`config.mk`:
```
export PLATFORM = sky130hd
export DESIGN_NAME = reg_wb_ctrl
export DESIGN_NICKNAME = d
export VERILOG_FILES = /design/src/rtl/reg_wb_pkg.sv /design/src/rtl/reg_wb_ctrl_ld_dest_fifo.sv /design/src/rtl/reg_wb_ctrl.sv
export SDC_FILE = /design/constraint.sdc
export NUM_CORES = 1
export LEC_CHECK = 0
export CAP_MARGIN = 20
export CORE_MARGIN = 4
export CORE_UTILIZATION = 52
export DETAILED_ROUTE_END_ITERATION = 8
export PLACE_DENSITY = 0.81
export SLEW_MARGIN = 25
export SYNTH_ARGS = -nofsm -noshare
export SYNTH_HDL_FRONTEND = slang
export SYNTH_SLANG_ARGS = --single-unit
export TNS_END_PERCENT = 10
```
`constraint.sdc`:
```
create_clock -name clk -period 2.3 [get_ports clk]
set_input_delay 0.23 -clock clk [delete_from_list [all_inputs] [get_ports clk]]
set_output_delay 0.23 -clock clk [all_outputs]
set_load 0.02 [all_outputs]
```
`src/rtl/reg_wb_pkg.sv`:
```
// ============================================================================
// Module  : reg_wb_pkg
// Brief   : Shared types and defaults for the register write-back controller.
// Revision: 1.0
// ============================================================================
`default_nettype none

package reg_wb_pkg;

    localparam int PW_DEF = 4;
    localparam int DW_DEF = 8;

    typedef logic [PW_DEF-1:0] reg_addr_t;

    typedef enum logic [1:0] {
        WB_NONE = 2'd0,
        WB_LD   = 2'd1,
        WB_HOLD = 2'd2,
        WB_ALU  = 2'd3
    } wb_src_e;

endpackage

`default_nettype wire

```
`src/rtl/reg_wb_ctrl_ld_dest_fifo.sv`:
```
// ============================================================================
// Module  : ld_dest_fifo
// Brief   : In-order FIFO of outstanding load destination register addresses.
// Revision: 1.0
// ============================================================================
`default_nettype none

module ld_dest_fifo #(
    parameter int DEPTH = 2,
    parameter int AW    = 4
) (
    input  logic          clk,
    input  logic          reset,
    input  logic          push,
    input  logic [AW-1:0] push_addr,
    input  logic          pop,
    output logic          full,
    output logic          empty,
    output logic [AW-1:0] head
);

    localparam int IW   = (DEPTH > 1) ? $clog2(DEPTH) : 1;
    localparam int PTRW = IW + 1;

    logic [AW-1:0]   mem [DEPTH];
    logic [PTRW-1:0] wr_ptr;
    logic [PTRW-1:0] rd_ptr;

    // Index wraps at DEPTH-1 and the extra MSB toggles, so non power-of-two depths work too.
    function automatic logic [PTRW-1:0] ptr_inc(input logic [PTRW-1:0] p);
        if (p[IW-1:0] == IW'(DEPTH - 1))
            return {~p[IW], {IW{1'b0}}};
        else
            return p + PTRW'(1);
    endfunction

    assign empty = (wr_ptr == rd_ptr);
    assign full  = (wr_ptr[IW-1:0] == rd_ptr[IW-1:0]) && (wr_ptr[IW] != rd_ptr[IW]);
    assign head  = mem[rd_ptr[IW-1:0]];

    always_ff @(posedge clk) begin
        if (reset) begin
            wr_ptr <= '0;
            rd_ptr <= '0;
        end else begin
            if (push && !full)
                wr_ptr <= ptr_inc(wr_ptr);
            if (pop && !empty)
                rd_ptr <= ptr_inc(rd_ptr);
        end
    end

    always_ff @(posedge clk) begin
        if (push && !full)
            mem[wr_ptr[IW-1:0]] <= push_addr;
    end

endmodule

`default_nettype wire

```
`src/rtl/reg_wb_ctrl.sv`:
```
// ============================================================================
// Module  : reg_wb_ctrl
// Brief   : Register-file write-back arbiter merging ALU results and load returns.
// Revision: 1.0
// ============================================================================
`default_nettype none

module reg_wb_ctrl
    import reg_wb_pkg::*;
#(
    parameter int pw    = PW_DEF,
    parameter int DW    = DW_DEF,
    parameter int DEPTH = 2
) (
    input  logic          clk,
    input  logic          reset,
    input  logic          alu_vld,
    input  logic [pw-1:0] alu_addr,
    input  logic [DW-1:0] alu_dat,
    output logic          alu_rdy,
    input  logic          ld_issue,
    input  logic [pw-1:0] ld_issue_addr,
    output logic          ld_issue_rdy,
    input  logic          ld_rsp_vld,
    input  logic [DW-1:0] ld_rsp_dat,
    input  logic [pw-1:0] rd_addrA,
    input  logic [pw-1:0] rd_addrB,
    output logic          stallA,
    output logic          stallB,
    output logic          bypA_vld,
    output logic [DW-1:0] bypA_dat,
    output logic          bypB_vld,
    output logic [DW-1:0] bypB_dat,
    output logic          wr_en,
    output logic [pw-1:0] wr_addr,
    output logic [DW-1:0] wr_dat,
    output logic          err
);

    localparam int NREG = 2 ** pw;

    logic            fifo_full;
    logic            fifo_empty;
    logic [pw-1:0]   fifo_head;

    logic [NREG-1:0] busy;
    logic [NREG-1:0] busy_nxt;
    logic            hold_vld;
    logic [pw-1:0]   hold_addr;
    logic [DW-1:0]   hold_dat;

    logic            l_cand;
    logic            alu_acc;
    logic            issue_acc;
    wb_src_e         src;

    assign l_cand       = ld_rsp_vld && !fifo_empty;
    assign alu_rdy      = !hold_vld || !l_cand;
    assign alu_acc      = alu_vld && alu_rdy;
    assign ld_issue_rdy = !fifo_full && !busy[ld_issue_addr];
    assign issue_acc    = ld_issue && ld_issue_rdy;

    always_comb begin
        src = WB_NONE;
        if (l_cand)
            src = WB_LD;
        else if (hold_vld)
            src = WB_HOLD;
        else if (alu_acc)
            src = WB_ALU;
    end

    // Load clear and issue set never target the same register: busy blocks that issue.
    always_comb begin
        busy_nxt = busy;
        if (src == WB_LD)
            busy_nxt[fifo_head] = 1'b0;
        if (issue_acc)
            busy_nxt[ld_issue_addr] = 1'b1;
    end

    ld_dest_fifo #(
        .DEPTH (DEPTH),
        .AW    (pw)
    ) u_ld_dest_fifo (
        .clk       (clk),
        .reset     (reset),
        .push      (issue_acc),
        .push_addr (ld_issue_addr),
        .pop       (l_cand),
        .full      (fifo_full),
        .empty     (fifo_empty),
        .head      (fifo_head)
    );

    always_ff @(posedge clk) begin
        if (reset) begin
            wr_en     <= 1'b0;
            wr_addr   <= '0;
            wr_dat    <= '0;
            busy      <= '0;
            hold_vld  <= 1'b0;
            hold_addr <= '0;
            hold_dat  <= '0;
            err       <= 1'b0;
        end else begin
            wr_en <= (src != WB_NONE);
            case (src)
                WB_LD: begin
                    wr_addr <= fifo_head;
                    wr_dat  <= ld_rsp_dat;
                end
                WB_HOLD: begin
                    wr_addr <= hold_addr;
                    wr_dat  <= hold_dat;
                end
                WB_ALU: begin
                    wr_addr <= alu_addr;
                    wr_dat  <= alu_dat;
                end
                default: ;
            endcase

            // A hold slot freed this cycle can be refilled by the ALU on the same edge.
            if (alu_acc && src != WB_ALU) begin
                hold_vld  <= 1'b1;
                hold_addr <= alu_addr;
                hold_dat  <= alu_dat;
            end else if (src == WB_HOLD) begin
                hold_vld <= 1'b0;
            end

            busy <= busy_nxt;

            if ((ld_rsp_vld && fifo_empty) || (alu_acc && busy[alu_addr]))
                err <= 1'b1;
        end
    end

    assign stallA   = busy[rd_addrA] || (hold_vld && hold_addr == rd_addrA);
    assign stallB   = busy[rd_addrB] || (hold_vld && hold_addr == rd_addrB);
    assign bypA_vld = wr_en && (wr_addr == rd_addrA);
    assign bypB_vld = wr_en && (wr_addr == rd_addrB);
    assign bypA_dat = wr_dat;
    assign bypB_dat = wr_dat;

endmodule

`default_nettype wire

```
==> flow_summary.ini <==
[cts]
cts_inserted_buffers = 5
cts_tree = yes
path_clk_slew_ns = 0.10
holdBufCountCts = 0
clkLatencyLatePin_ns = 0.31
cts_htree_levels = 2
clock_tree_buffer_depth = 2
cts_root_buf = sky130_fd_sc_hd__clkbuf_8
cts_num_sinks = 56

[timing]
timing.max_slew.rel_slack = 0.658
finalCritPeriodShare = 1.01
fmaxAchievable_ghz = 0.432
layout_min_cycle_time_ns = 2.31
setup_slack_ns = -0.0131
worst-slew-pin-transition_ns = 0.512
final-setup-viol-count = 1
timing_max_transition_violations_final = 0
hold_violations = 0
rsz_0062_raised_after_global_routing = yes
setup-tns-final_ns = -0.0131
finalClockSkew_ns = 0.00832

[power]
ir_drop_v = 0.000600
power.sequential.fraction = 0.391
clock_power_share = 0.194
static-leakage-power_nw = 1.71
power-per-cell-area_nw_per_um2 = 742
power_switching_mw = 1.22
swShare = 0.365
p_int_mw = 2.13
comb_power_share = 0.415

[worst_setup_path]
cpPeakStageDelay_ns = 0.47
maximum_fanout_along_the_worst_path = 5
startpoint_type_of_the_worst_setup_path = flip-flop
timing.critical_path.cells = mux4_2, mux4_2, a31o_2, clkdlybuf4s15_2
cp.arrival_ns = 2.08
setup.worst_path.class = reg -> out
cpMaxStageDelayCell = sky130_fd_sc_hd__mux4_2
end_kind = output pin
critPathRequiredTime_ns = 2.07
crit_path_frequent_cell = sky130_fd_sc_hd__mux4_2

[placement]
gpl.final_weighted_congestion = 0.932
placement.io_buffers = 72
dp.final_hpwl_um = 7540

[synth]
post_synthesis_cell_type_count = 49
synth_seq_cells = 56
synth.cell_area_um2 = 3460
ys_dominant_reg_cell = sky130_fd_sc_hd__dfxtp_1
syn_area_per_cell_um2 = 8.96
postSynthNetCount = 423
ys_warn_count = 0
synth-seq-area-share = 0.347
synth_async_sr_flop_share = 0
synth_edf_count = 8
syn_inst = 386

[floorplan]
io_pins = 73
die_h_um = 89.6
die_w_um = 89.6
start_util = 0.539
fp.coreArea_um2 = 6420
rows = 29
design.die.area_um2 = 8020

[cells_and_area]
total_area_of_multi_input_combinational_cells_um2 = 2000
nets = 503
areaGrowthSynthToFinish_pct = 30.4
num-fill-cells = 510
antennaDiodeCount = 0
final_core_util = 0.702
seq_area_um2 = 1210
drive_gt1_frac = 0.199

[global_route]
largest_net_degree_at_the_start_of_global_routing = 41
global_route.usage.met1 = 0.336
grt_antenna_before_repair = 0
grt_pass1_wl_um = 15400
number_of_global_route_vias_before_repair = 3135
fraction_of_met3_tracks_used_by_global_routing = 0.0442
globalRoute.busiestLayer = met2
grtUsageMet2 = 0.402
grt-ovfl-total = 0
groute.usage.overall = 0.249

[status]
status = complete, but fails checks
violated_checks = negative setup slack

[routing]
firstDrtPassIters = 5
first_drt_iteration_drcs = 222
antenna_left = 0
routed_via_density = 5.99
detail_route.wl_per_cell_um = 17.7
via_count = 3260
route.final.wire_length_um = 9620
drc = 0

[job]
max_cap_viol_count = 0

[worst_hold_path]
min-delay-path-class = reg -> reg
-- layer usage --
metal  part of all wire  vias to the layer above
met5                  0                        -
met4              0.015                        0
met3              0.075                       12
met2               0.49                      138
met1               0.43                     1562
li1                   -                     1548
-- registers in the layout (all words and copies together), names as in the netlist, named ones only --
| signal | flops |
|---|---|
| hold_addr | 4 |
| wr_en | 1 |
| wr_addr | 4 |
| hold_dat | 8 |
| u_ld_dest_fifo.wr_ptr | 2 |
| bypA_dat | 8 |
| hold_vld | 1 |
| u_ld_dest_fifo.rd_ptr | 2 |
| u_ld_dest_fifo.mem | 8 |
| busy | 16 |
| err | 1 |
-- power by group through the flow --
stage          logic, mW  registers [mW]  clock network [mW]
6_report            1.39            1.31               0.649
4_1_cts             1.39            1.30               0.662
2_1_floorplan      0.840            1.35                   0
3_3_place_gp        1.36            1.32                   0
5_1_grt             1.52            1.34               0.712
3_5_place_dp        1.40            1.33                   0
-- logic make-up after synthesis --
family                 count (synthesis)  share of synthesized area
AND/OR/NAND/NOR                      129                      0.208
AO/OA/AOI/OAI                         98                      0.182
flip-flops                            56                      0.347
buffers and inverters                 55                     0.0785
multiplexers                          26                      0.128
XOR/XNOR                              22                     0.0557
-- repair_timing --
item | CTS | global route
setup endpoints to repair | 5 | 4
cloned | 0 | 0
resized for setup | 22 | 8
pin swaps | 0 | 1
setup buffers | 0 | 0
-- critical path: cells and delay by family, from the launching register on --
kind            cells  cell delay (ns)
compound gates      1             0.22
buf+inv             1             0.25
flops               1             0.37
mux                 2             0.94
-- worst paths after layout --
check | startpoint | end | slack, ns | cells past startpoint
hold / removal | hold_dat[1] | hold_dat[1] | 0.48 | 2
setup reg to reg | busy[10] | u_ld_dest_fifo.wr_ptr[1] | 0.17 | 6
setup / recovery | busy[2] | stallB | -0.01 | 4
hold reg to reg | hold_dat[1] | hold_dat[1] | 0.48 | 2
-- cell usage after synthesis (3+ instances only) --
cell type	number	area, um^2
sky130_fd_sc_hd__a2111oi_0	3	26.3
sky130_fd_sc_hd__a211oi_1	5	37.5
sky130_fd_sc_hd__a21oi_1	17	85.1
sky130_fd_sc_hd__a221oi_1	8	70.1
sky130_fd_sc_hd__buf_2	4	20.0
sky130_fd_sc_hd__buf_4	16	120
sky130_fd_sc_hd__clkbuf_1	22	82.6
sky130_fd_sc_hd__dfxtp_1	48	961
sky130_fd_sc_hd__edfxtp_1	8	240
sky130_fd_sc_hd__inv_1	11	41.3
sky130_fd_sc_hd__mux2i_1	8	80.1
sky130_fd_sc_hd__mux4_2	14	315
sky130_fd_sc_hd__nand2_1	18	67.6
sky130_fd_sc_hd__nand2b_1	12	75.1
sky130_fd_sc_hd__nand3_1	5	25.0
sky130_fd_sc_hd__nand3b_1	5	37.5
sky130_fd_sc_hd__nand4b_1	12	105
sky130_fd_sc_hd__nor2_1	28	105
sky130_fd_sc_hd__nor2b_1	25	156
sky130_fd_sc_hd__nor3_1	11	55.1
sky130_fd_sc_hd__o21ai_0	42	210
sky130_fd_sc_hd__o31ai_1	7	52.6
sky130_fd_sc_hd__xnor2_1	6	52.6
sky130_fd_sc_hd__xor2_1	16	140
-- metrics by stage --
stage                     hold WS, ns  power (mW)  instance area (um^2)  std cells  worst slack [ns]
after CTS                       0.480        3.36                  4510        544           -0.0592
after floorplan                 0.329        2.19                  3460        386             0.256
final                           0.482        3.35                  4510        544           -0.0131
after global routing            0.519        3.57                  4510        544           -0.0507
after detailed placement        0.470        2.72                  4390        536            -0.616
after global placement          0.461        2.68                  4390        536            -0.554
-- area by class of cell --
cell class / count / share of cell area
Clock buffer: 6 / 0.0161
Clock inverter: 2 / 0.00860
Inverter: 11 / 0.00915
Multi-Input combinational cell: 275 / 0.442
Sequential cell: 56 / 0.269
Tap cell: 77 / 0.0214
Timing Repair Buffer: 117 / 0.234
-- cell usage in the layout (no fill, tap or decap), types with 3 or more instances in the layout --
cell type                         instances
sky130_fd_sc_hd__a2111oi_0                3
sky130_fd_sc_hd__a211oi_1                 5
sky130_fd_sc_hd__a21oi_1                 17
sky130_fd_sc_hd__a221oi_1                 8
sky130_fd_sc_hd__buf_4                   44
sky130_fd_sc_hd__clkbuf_8                 5
sky130_fd_sc_hd__clkdlybuf4s50_1         63
sky130_fd_sc_hd__dfxtp_1                 39
sky130_fd_sc_hd__dfxtp_2                  9
sky130_fd_sc_hd__edfxtp_1                 8
sky130_fd_sc_hd__inv_1                   11
sky130_fd_sc_hd__mux2i_1                  8
sky130_fd_sc_hd__mux4_2                  14
sky130_fd_sc_hd__nand2_1                 18
sky130_fd_sc_hd__nand2b_1                12
sky130_fd_sc_hd__nand3_1                  5
sky130_fd_sc_hd__nand3b_1                 5
sky130_fd_sc_hd__nand4b_1                12
sky130_fd_sc_hd__nor2_1                  28
sky130_fd_sc_hd__nor2b_1                 25
sky130_fd_sc_hd__nor3_1                  11
sky130_fd_sc_hd__o21ai_0                 42
sky130_fd_sc_hd__o31ai_1                  7
sky130_fd_sc_hd__xnor2_1                  6
sky130_fd_sc_hd__xor2_1                  15
(Power assumes the default switching activity.)
